[src/rtl/button_press_decoder.sv]
// Classifies debounced button presses as short or long and, when built with
// AUTO_REPEAT_EN defined, emits auto-repeat pulses while a long press is held.
module button_press_decoder #(
  parameter int LONG_CYCLES   = 100_000_000,
  parameter int REPEAT_CYCLES = 20_000_000,
  parameter int CNT_W         = 27
) (
  input  logic clk,
  input  logic reset,
  input  logic pressPulse,
  input  logic releasePulse,
  input  logic pressedLevel,
  output logic shortPress,
  output logic longPress,
  output logic repeatPulse,
  output logic holding
);

  typedef enum logic [1:0] {
    S_IDLE    = 2'b00,
    S_PRESSED = 2'b01,
    S_LONG    = 2'b10
  } state_t;

  localparam logic [CNT_W-1:0] LONG_C = CNT_W'(LONG_CYCLES);
  localparam logic [CNT_W-1:0] REP_C  = CNT_W'(REPEAT_CYCLES);
  localparam logic [CNT_W-1:0] ONE_C  = CNT_W'(1);

  state_t           state_q, state_d;
  logic [CNT_W-1:0] holdCnt_q, holdCnt_d;
  logic             short_q, short_d;
  logic             long_q, long_d;
  logic             repeat_q, repeat_d;
  logic             holding_q, holding_d;
  logic             conflict;

  function automatic logic [CNT_W-1:0] sat_inc(input logic [CNT_W-1:0] v,
                                               input logic [CNT_W-1:0] lim);
    return (v >= lim) ? lim : v + ONE_C;
  endfunction

  assign conflict = pressPulse & releasePulse;

  always_ff @(posedge clk) begin
    if (reset) begin
      state_q   <= S_IDLE;
      holdCnt_q <= '0;
      short_q   <= 1'b0;
      long_q    <= 1'b0;
      repeat_q  <= 1'b0;
      holding_q <= 1'b0;
    end else begin
      state_q   <= state_d;
      holdCnt_q <= holdCnt_d;
      short_q   <= short_d;
      long_q    <= long_d;
      repeat_q  <= repeat_d;
      holding_q <= holding_d;
    end
  end

  // Simultaneous press and release edges are treated as noise and freeze everything.
  always_comb begin
    state_d   = state_q;
    holdCnt_d = holdCnt_q;
    case (state_q)
      S_IDLE: begin
        if (pressPulse && !releasePulse) begin
          state_d   = S_PRESSED;
          holdCnt_d = ONE_C;
        end
      end
      S_PRESSED: begin
        if (!conflict) begin
          if (releasePulse || !pressedLevel) begin
            state_d   = S_IDLE;
            holdCnt_d = '0;
          end else if (holdCnt_q == LONG_C) begin
            state_d   = S_LONG;
            holdCnt_d = ONE_C;
          end else begin
            holdCnt_d = sat_inc(holdCnt_q, LONG_C);
          end
        end
      end
      S_LONG: begin
        if (!conflict) begin
          if (releasePulse || !pressedLevel) begin
            state_d   = S_IDLE;
            holdCnt_d = '0;
`ifdef AUTO_REPEAT_EN
          end else if (holdCnt_q == REP_C) begin
            holdCnt_d = ONE_C;
`endif
          end else begin
            holdCnt_d = sat_inc(holdCnt_q, REP_C);
          end
        end
      end
      default: begin
        state_d   = S_IDLE;
        holdCnt_d = '0;
      end
    endcase
  end

  always_comb begin
    short_d   = (state_q == S_PRESSED) && !conflict && releasePulse;
    long_d    = (state_q == S_PRESSED) && !conflict && !releasePulse &&
                pressedLevel && (holdCnt_q == LONG_C);
`ifdef AUTO_REPEAT_EN
    repeat_d  = (state_q == S_LONG) && !conflict && !releasePulse &&
                pressedLevel && (holdCnt_q == REP_C);
`else
    repeat_d  = 1'b0;
`endif
    holding_d = (state_d == S_PRESSED) || (state_d == S_LONG);
  end

  assign shortPress  = short_q;
  assign longPress   = long_q;
  assign repeatPulse = repeat_q;
  assign holding     = holding_q;

endmodule

[config.mk]
export PLATFORM = sky130hd
export DESIGN_NAME = button_press_decoder
export DESIGN_NICKNAME = d
export VERILOG_FILES = /design/src/rtl/button_press_decoder.sv
export SDC_FILE = /design/constraint.sdc
export NUM_CORES = 1
export LEC_CHECK = 0
export ABC_CLOCK_PERIOD_IN_PS = 4000
export CAP_MARGIN = 10
export CORE_MARGIN = 4
export CORE_UTILIZATION = 65
export CTS_CLUSTER_SIZE = 10
export DETAILED_ROUTE_END_ITERATION = 10
export PLACE_DENSITY = 0.85
export SLEW_MARGIN = 20
export SYNTH_ARGS = -nofsm -noshare
export SYNTH_HDL_FRONTEND = slang
export SYNTH_SLANG_ARGS = --single-unit
[constraint.sdc]
create_clock -name clk -period 4 [get_ports clk]
set_clock_uncertainty 0.15 [all_clocks]
set_input_delay 0.4 -clock clk [delete_from_list [all_inputs] [get_ports clk]]
set_output_delay 0.4 -clock clk [all_outputs]
set_load 0.02 [all_outputs]
## After elaboration in Yosys (flattened, before gate mapping)

Cells that the tools add are included.
W data, S select, Z words.

- Register bits after elaboration: 32
- Latch bits: 0
- Bits in writable memories: 0
- Bits in read-only memories: 0
- Input bits: 5
- Output and inout bits: 4
- Memories: 0

- Add/subtract/negate cells: 1
- Multipliers: 0
- Divide/modulo/power cells: 0
- $lt $le $gt $ge: 2
- Equality and inequality tests: 8
- Shift-type cells: 0
- Mux-type cells: 16
- Bitwise logic cells: 1
- Reduce and logical (&&, ||, !) cells: 13

Operators by type and width:

| operator | count |
|---|---|
| $mux W27 | 8 |
| $pmux W27 S3 | 1 |
| $add A27 B1 Y27 const B | 1 |
| $eq A27 B27 Y1 const B | 1 |
| $ge A27 B25 Y1 const B | 1 |
| $ge A27 B27 Y1 const B | 1 |
| $mux W2 | 6 |
| $logic_and A1 B1 Y1 | 6 |
| $ne A2 B2 Y1 const B | 3 |
| $pmux W2 S3 | 1 |
| $eq A2 B1 Y1 const B | 2 |
| $eq A2 B2 Y1 const B | 2 |
| $logic_not A1 Y1 | 3 |
| $reduce_and A3 Y1 | 1 |
| $logic_not A2 Y1 | 1 |
| $logic_or A1 B1 Y1 | 2 |
| $and A1 B1 Y1 | 1 |

## Depth between registers and ports, before layout

- Word-level depth: 7
- Gate-level depth with buffers: 9

## Least setup slack after synthesis

OpenSTA, ideal clock, no wires.

- Path type: register to register
- From: register holdCnt_q[19]
- To: register holdCnt_q[13]
- Setup time: 0.127 ns
- Arrival time: 1.963 ns
- Data required time: 3.723 ns
- Path slack: 1.760 ns
- Cell stages (with the launch flop): 8
- Buffers on the path: 1
- Period minus slack after synthesis: 2.240 ns
- Cell sequence: dfxtp_1 buf_4 nand4b_4 or3_4 o31ai_4 a2bb2oi_4 nor2_2 or3_1

- Cells in the longest elaborated chain, start to end: 6
- Elaborated cells between the ends (all ways): 11
- Those cells by class: order compare (2); eq/ne (1); mux (8)

RTL lines:

| item | RTL line | RTL |
|---|---|---|
| from (decl) | 30 | `logic [CNT_W-1:0] holdCnt_q, holdCnt_d;` |
| from (signal assigned) | 54 | `holdCnt_q <= holdCnt_d;` |
| $ge A27 B27 Y1 | 39 | `return (v >= lim) ? lim : v + ONE_C;` |
| $mux W27 | 39 |  |
| $mux W27 | 78 | `end else if (holdCnt_q == LONG_C) begin` |
| $mux W27 | 75 | `if (releasePulse \|\| !pressedLevel) begin` |
| $mux W27 | 74 | `if (!conflict) begin` |
| $pmux W27 S3 * | 66 | `case (state_q)` |

Mark *: on every way between the ends. The rest lies on a longest branch, timed or not. The select of a mux whose other input is x is not followed.
A chain may end at the register's enable or synchronous reset.

## Worst setup path after layout

- From: register holdCnt_q[0]
- To: register holdCnt_q[13]

- Cells in the longest elaborated chain, start to end: 6
- Elaborated cells between the ends (all ways): 12
- Those cells by class: add/sub (1); order compare (2); eq/ne (1); mux (8)

RTL lines:

| item | RTL line |
|---|---|
| $add A27 B1 Y27 / $ge A27 B27 Y1 (equally long branches) | 39 |
| $mux W27 | 39 |
| $mux W27 | 78 |
| $mux W27 | 75 |
| $mux W27 | 74 |
| $pmux W27 S3 * | 66 |

Marks and branches as above.

==> flow_results.org <==
** Clocking
- Hold buffer count at cts :: 0
- TritonCTS built the clock tree.
- Total CTS buffers :: 5
- Once the clock tree was built, the setup fixing pass inserted 0 buffers.
- Resized cells post-CTS :: 0
- Counting every sink on the clock net gives 32.
- For the worst-skew pair, the clock arrives at the later sink with an insertion delay of 0.35 ns.
- Clock tree synthesis selected as its root buffer the cell clkbuf_4.
- Clock-pin slew was measured on the worst setup and hold paths at 0.10 ns.
- In this run the deepest clock path goes through 2 buffers.
- Htree depth :: 2

** Yosys
- Yosys top cell by area :: dfxtp_1
- In this run the mean area of a mapped cell was 8.01 um2.
- Share of flip-flops with an asynchronous set or reset after synthesis :: 0%
- The netlist uses 69 different library cells.
- Among all flip-flop cells after synthesis, the most frequent one is dfxtp_1.
- Number of synthesis warnings :: 0
- Sequential cells were found to cover 28.8% of the synthesized design area.
- The cell area that synthesis handed to floorplanning was roughly 2200 um2.
- Counting every instance in the synthesized netlist gives 278.
- In this run the biggest area consumer among cell types represents between 20% and 30% of the synthesized area.
- The synthesized design contains 0 enable-type register cells.
- Net count after synthesis :: 285
- Post-synthesis register bit count :: 32
- By area the synthesized netlist is led by dfxtp_1, nand2_1, nand3_1.

** STA
- The worst pin sits at a relative slew slack of 42.4%.
- Setup repair after global routing left no endpoint under its margin.
- Setup TNS after final layout :: 0 ns
- Post-Route Hold Slack :: 0.402 ns
- Final slew viol count :: 0
- Setup violations remaining at the end of the flow were counted as 0.
- Measured slew at the worst slew-check pin :: about 0.86 ns
- Fmax :: between 0.3 and 0.4 GHz
- The final hold violation count was 0.
- Portion of the clock cycle consumed by the worst path in the final layout :: 69.3%
- The smallest clock period supported by the final layout is computed as approximately 2.8 ns.

** Power
- Power consumption :: 0.000548 W
- Cell internal power was estimated by the tool at about 0.0004 W.
- Clock power frac :: about 32%
- Comb power frac :: 8.7%
- Sequential cells burn between 50 and 60% of the power.
- Switching component of the power :: 0.000147 W
- VDD sags by at most roughly 0.21 mV.
- Power spread over the standard cell area amounts to 241 nW/um2.
- Net switching is 26.9% of the power.
- Summed over all cells, the static leakage comes to 0.743 nW.

** Worst setup path
- Setup slack on the worst flop-to-flop path :: approximately 1.2 ns
- In this run the number of cells on the critical path is 8.
- For the worst setup path, the data arrival time is 2.86 ns.
- CP max stage cell :: nor4b_1
- The worst register-to-register path has a depth of 8.
- Critical path buffer and inverter count :: 1
- Max incr delay on CP :: 0.41 ns
- On the critical path the largest part of the delay comes from simple AND/OR/NAND/NOR gates.
- Cells traversed along the worst timing path :: inv_1 > ha_1 > nor4b_1 > nand4_1 > o31ai_4 > a2bb2oi_4 > nor2_2 > or3_1
- Worst reg2reg path endpoint :: holdCnt_q[13]
- The critical path is of the flop to flop type.
- In this run the worst path has a maximum fanout of 6.
- CP endpoint :: holdCnt_q[13]
- Reg2Reg Launch Point :: holdCnt_q[0]
- The worst setup path is captured at a flop.
- Data on the critical path is required at its endpoint by 4.09 ns.
- The worst setup path is launched from a flop.
- Critical path origin :: holdCnt_q[0]

** Placement
- After detailed placement, the total cell area comes to 2220 um2.
- The wire-length estimate of the detail-placed layout is 3.60 mm.
- Input/output buffers :: 7
- At the end of routability-driven placement, the weighted congestion stood at 0.884.

** Layout
- The sequential cells in the finished layout cover a total of 641 um2.
- Count of nets after finishing :: 281
- Area occupied by multi-input gates :: roughly 1400 um2
- Final core utilization :: a little over 70%
- Diode count :: 0
- Filler cells :: 274
- With fillers left out, the area of the finished cells amounts to roughly 2300 um2.
- Layout cell share with drive strength beyond 1 :: 9.85%
- Relative to the synthesized area, the layout overhead comes to 1.97%.

** Global routing
- The number of global-route vias before repair was approximately 2000.
- For this run, the total global-route usage over all layers was measured as 26.3%.
- Aggregate global routing overflow :: 0
- The first global-routing pass estimated ~9.0 mm of wire.
- Maximum number of pins on one net before global-route repair :: 27
- The number of antenna violations at the first check in global routing is 0.

** Detailed routing
- Using the TritonRoute via totals, the vias-per-cell ratio works out to 6.55.
- Total number of vias :: 2083
- Number of antenna-violating nets in the routed design :: 0
- The routed design has 5.07 mm of wire.
- Wire length per cell :: 15.9 um
- Pre-antenna DRT Iters :: 4
- After detailed routing, the number of remaining DRC violations is 0.
- The first routing iteration left 205 violations.

** Floorplan
- After floorplanning, the core was divided into 20 placement rows.
- Core ar. :: 3150 um2
- Measured along the x axis, the die boundary spans 66.5 um.
- Die ar. :: ~4400 um2
- Height of the die :: 66.5 um
- Once the floorplan was initialized, standard cells occupied 70.6% of the core.
- Ports :: 9

** Run status
- The flow ran to the end, and the final reports show no timing, DRC or antenna violations.

** Flow run
- Across the run, the number of max-cap violations was 0.

** Hold path
- Min-delay worst type :: flop to flop
-- worst reg2reg max path, delay by kind of cell (launching register included) --
kind | cells | cell delay (ns)
AND/OR/NAND/NOR | 4 | 1.18
AO/OA/AOI/OAI | 2 | 0.68
buffers and inverters | 1 | 0.13
adder cells (fa/ha/maj) | 1 | 0.15
flip-flops | 1 | 0.39
-- state kept, by name, indices dropped and copies added, names as in the netlist --
signal / count
holdCnt_q: 27
state_q: 2
holding: 1
longPress: 1
shortPress: 1
-- power groups by stage --
stage                     logic [W]  clock network, W  registers, W
after floorplan           0.0000354                 0      0.000330
after global placement    0.0000456                 0      0.000331
after detailed placement  0.0000463                 0      0.000331
after CTS                 0.0000465          0.000179      0.000324
after global routing      0.0000513          0.000190      0.000324
final                     0.0000475          0.000176      0.000324
-- metal layers --
| metal | GRT usage (%) | routed length [um] | share of wire [%] | up-vias |
|---|---|---|---|---|
| met1 | 35.1 | 2350 | 46 | 970 |
| met2 | 40.4 | 2260 | 45 | 73 |
| li1 | - | - | - | 1031 |
| met3 | 5.40 | 372 | 7.3 | 9 |
| met5 | 0 | 0 | 0 | - |
| met4 | 11.9 | 80 | 1.6 | 0 |
-- logic make-up (layout without fill, tap and decap cells) --
kind of cell | after synthesis | in the layout | synth area share, %
and+or+nand+nor | 145 | 145 | 34.8
AOI/OAI and AO/OA | 66 | 66 | 24.9
DFF | 32 | 32 | 28.8
buffers and inverters | 24 | 20 | 7.08
xor gates and xnor gates | 8 | 8 | 3.15
adders and majority gates | 2 | 2 | 1.12
other | 1 | 1 | 0.168
-- synthesized netlist by cell type, drive strengths merged (2+ instances only) --
cell type   n
and4        3
nand2      37
ha          2
a21o        2
inv         3
nand4       9
clkbuf      7
o211ai      4
a2bb2oi     4
a211o       2
nand3b      4
a211oi      4
or3         4
o31ai       3
buf        11
nor3b       2
dfxtp      32
o21a        2
o2bb2ai     2
nand3      24
a311o       2
nor2b       5
nand2b      2
and2        2
o21ai      10
a31oi      10
a32oi       2
and3        4
nor4        6
xnor2       5
nor2       24
xor2        3
nor4b       3
a21oi       5
nor3       14
-- how the worst min path moves through the flow --
stage	startpoint	endpoint	cells past startpoint
final	holdCnt_q[3]	holdCnt_q[3]	2
after global routing	holdCnt_q[3]	holdCnt_q[3]	2
after CTS	holdCnt_q[3]	holdCnt_q[3]	2
after detailed placement	holdCnt_q[3]	holdCnt_q[3]	2
after global placement	holdCnt_q[3]	holdCnt_q[3]	2
after floorplan	holdCnt_q[3]	holdCnt_q[3]	2
-- layout by cell type, fill, tap and decap left out, drive strengths merged, types with 3 or more instances in the layout --
cell type	n
nand2	37
nor2	24
and3	4
o21ai	10
nor4	6
o31ai	3
nor3	14
xnor2	5
a31oi	10
clkbuf	6
clkdlybuf4s50	7
a211oi	4
nand3b	4
dfxtp	32
and4	3
nor4b	3
a2bb2oi	4
nand3	24
or3	4
nor2b	5
o211ai	4
nand4	9
xor2	3
inv	3
a21oi	5
-- final cells by class --
class                           instances  share of cell area, %
Multi-Input combinational cell        222                   62.9
Sequential cell                        32                   28.2
Timing Repair Buffer                    9                   3.75
Tap cell                               44                   2.43
Clock buffer                            6                   1.82
Inverter                                4                  0.662
Clock inverter                          1                  0.221
-- per-stage QoR --
step                std cells  setup slack, ns
global placement          311             1.31
detailed placement        311             1.27
finish                    318             1.23
CTS                       318             1.30
floorplan                 278             1.76
global route              318             1.11
No activity file was read; power rests on OpenSTA's default activity.
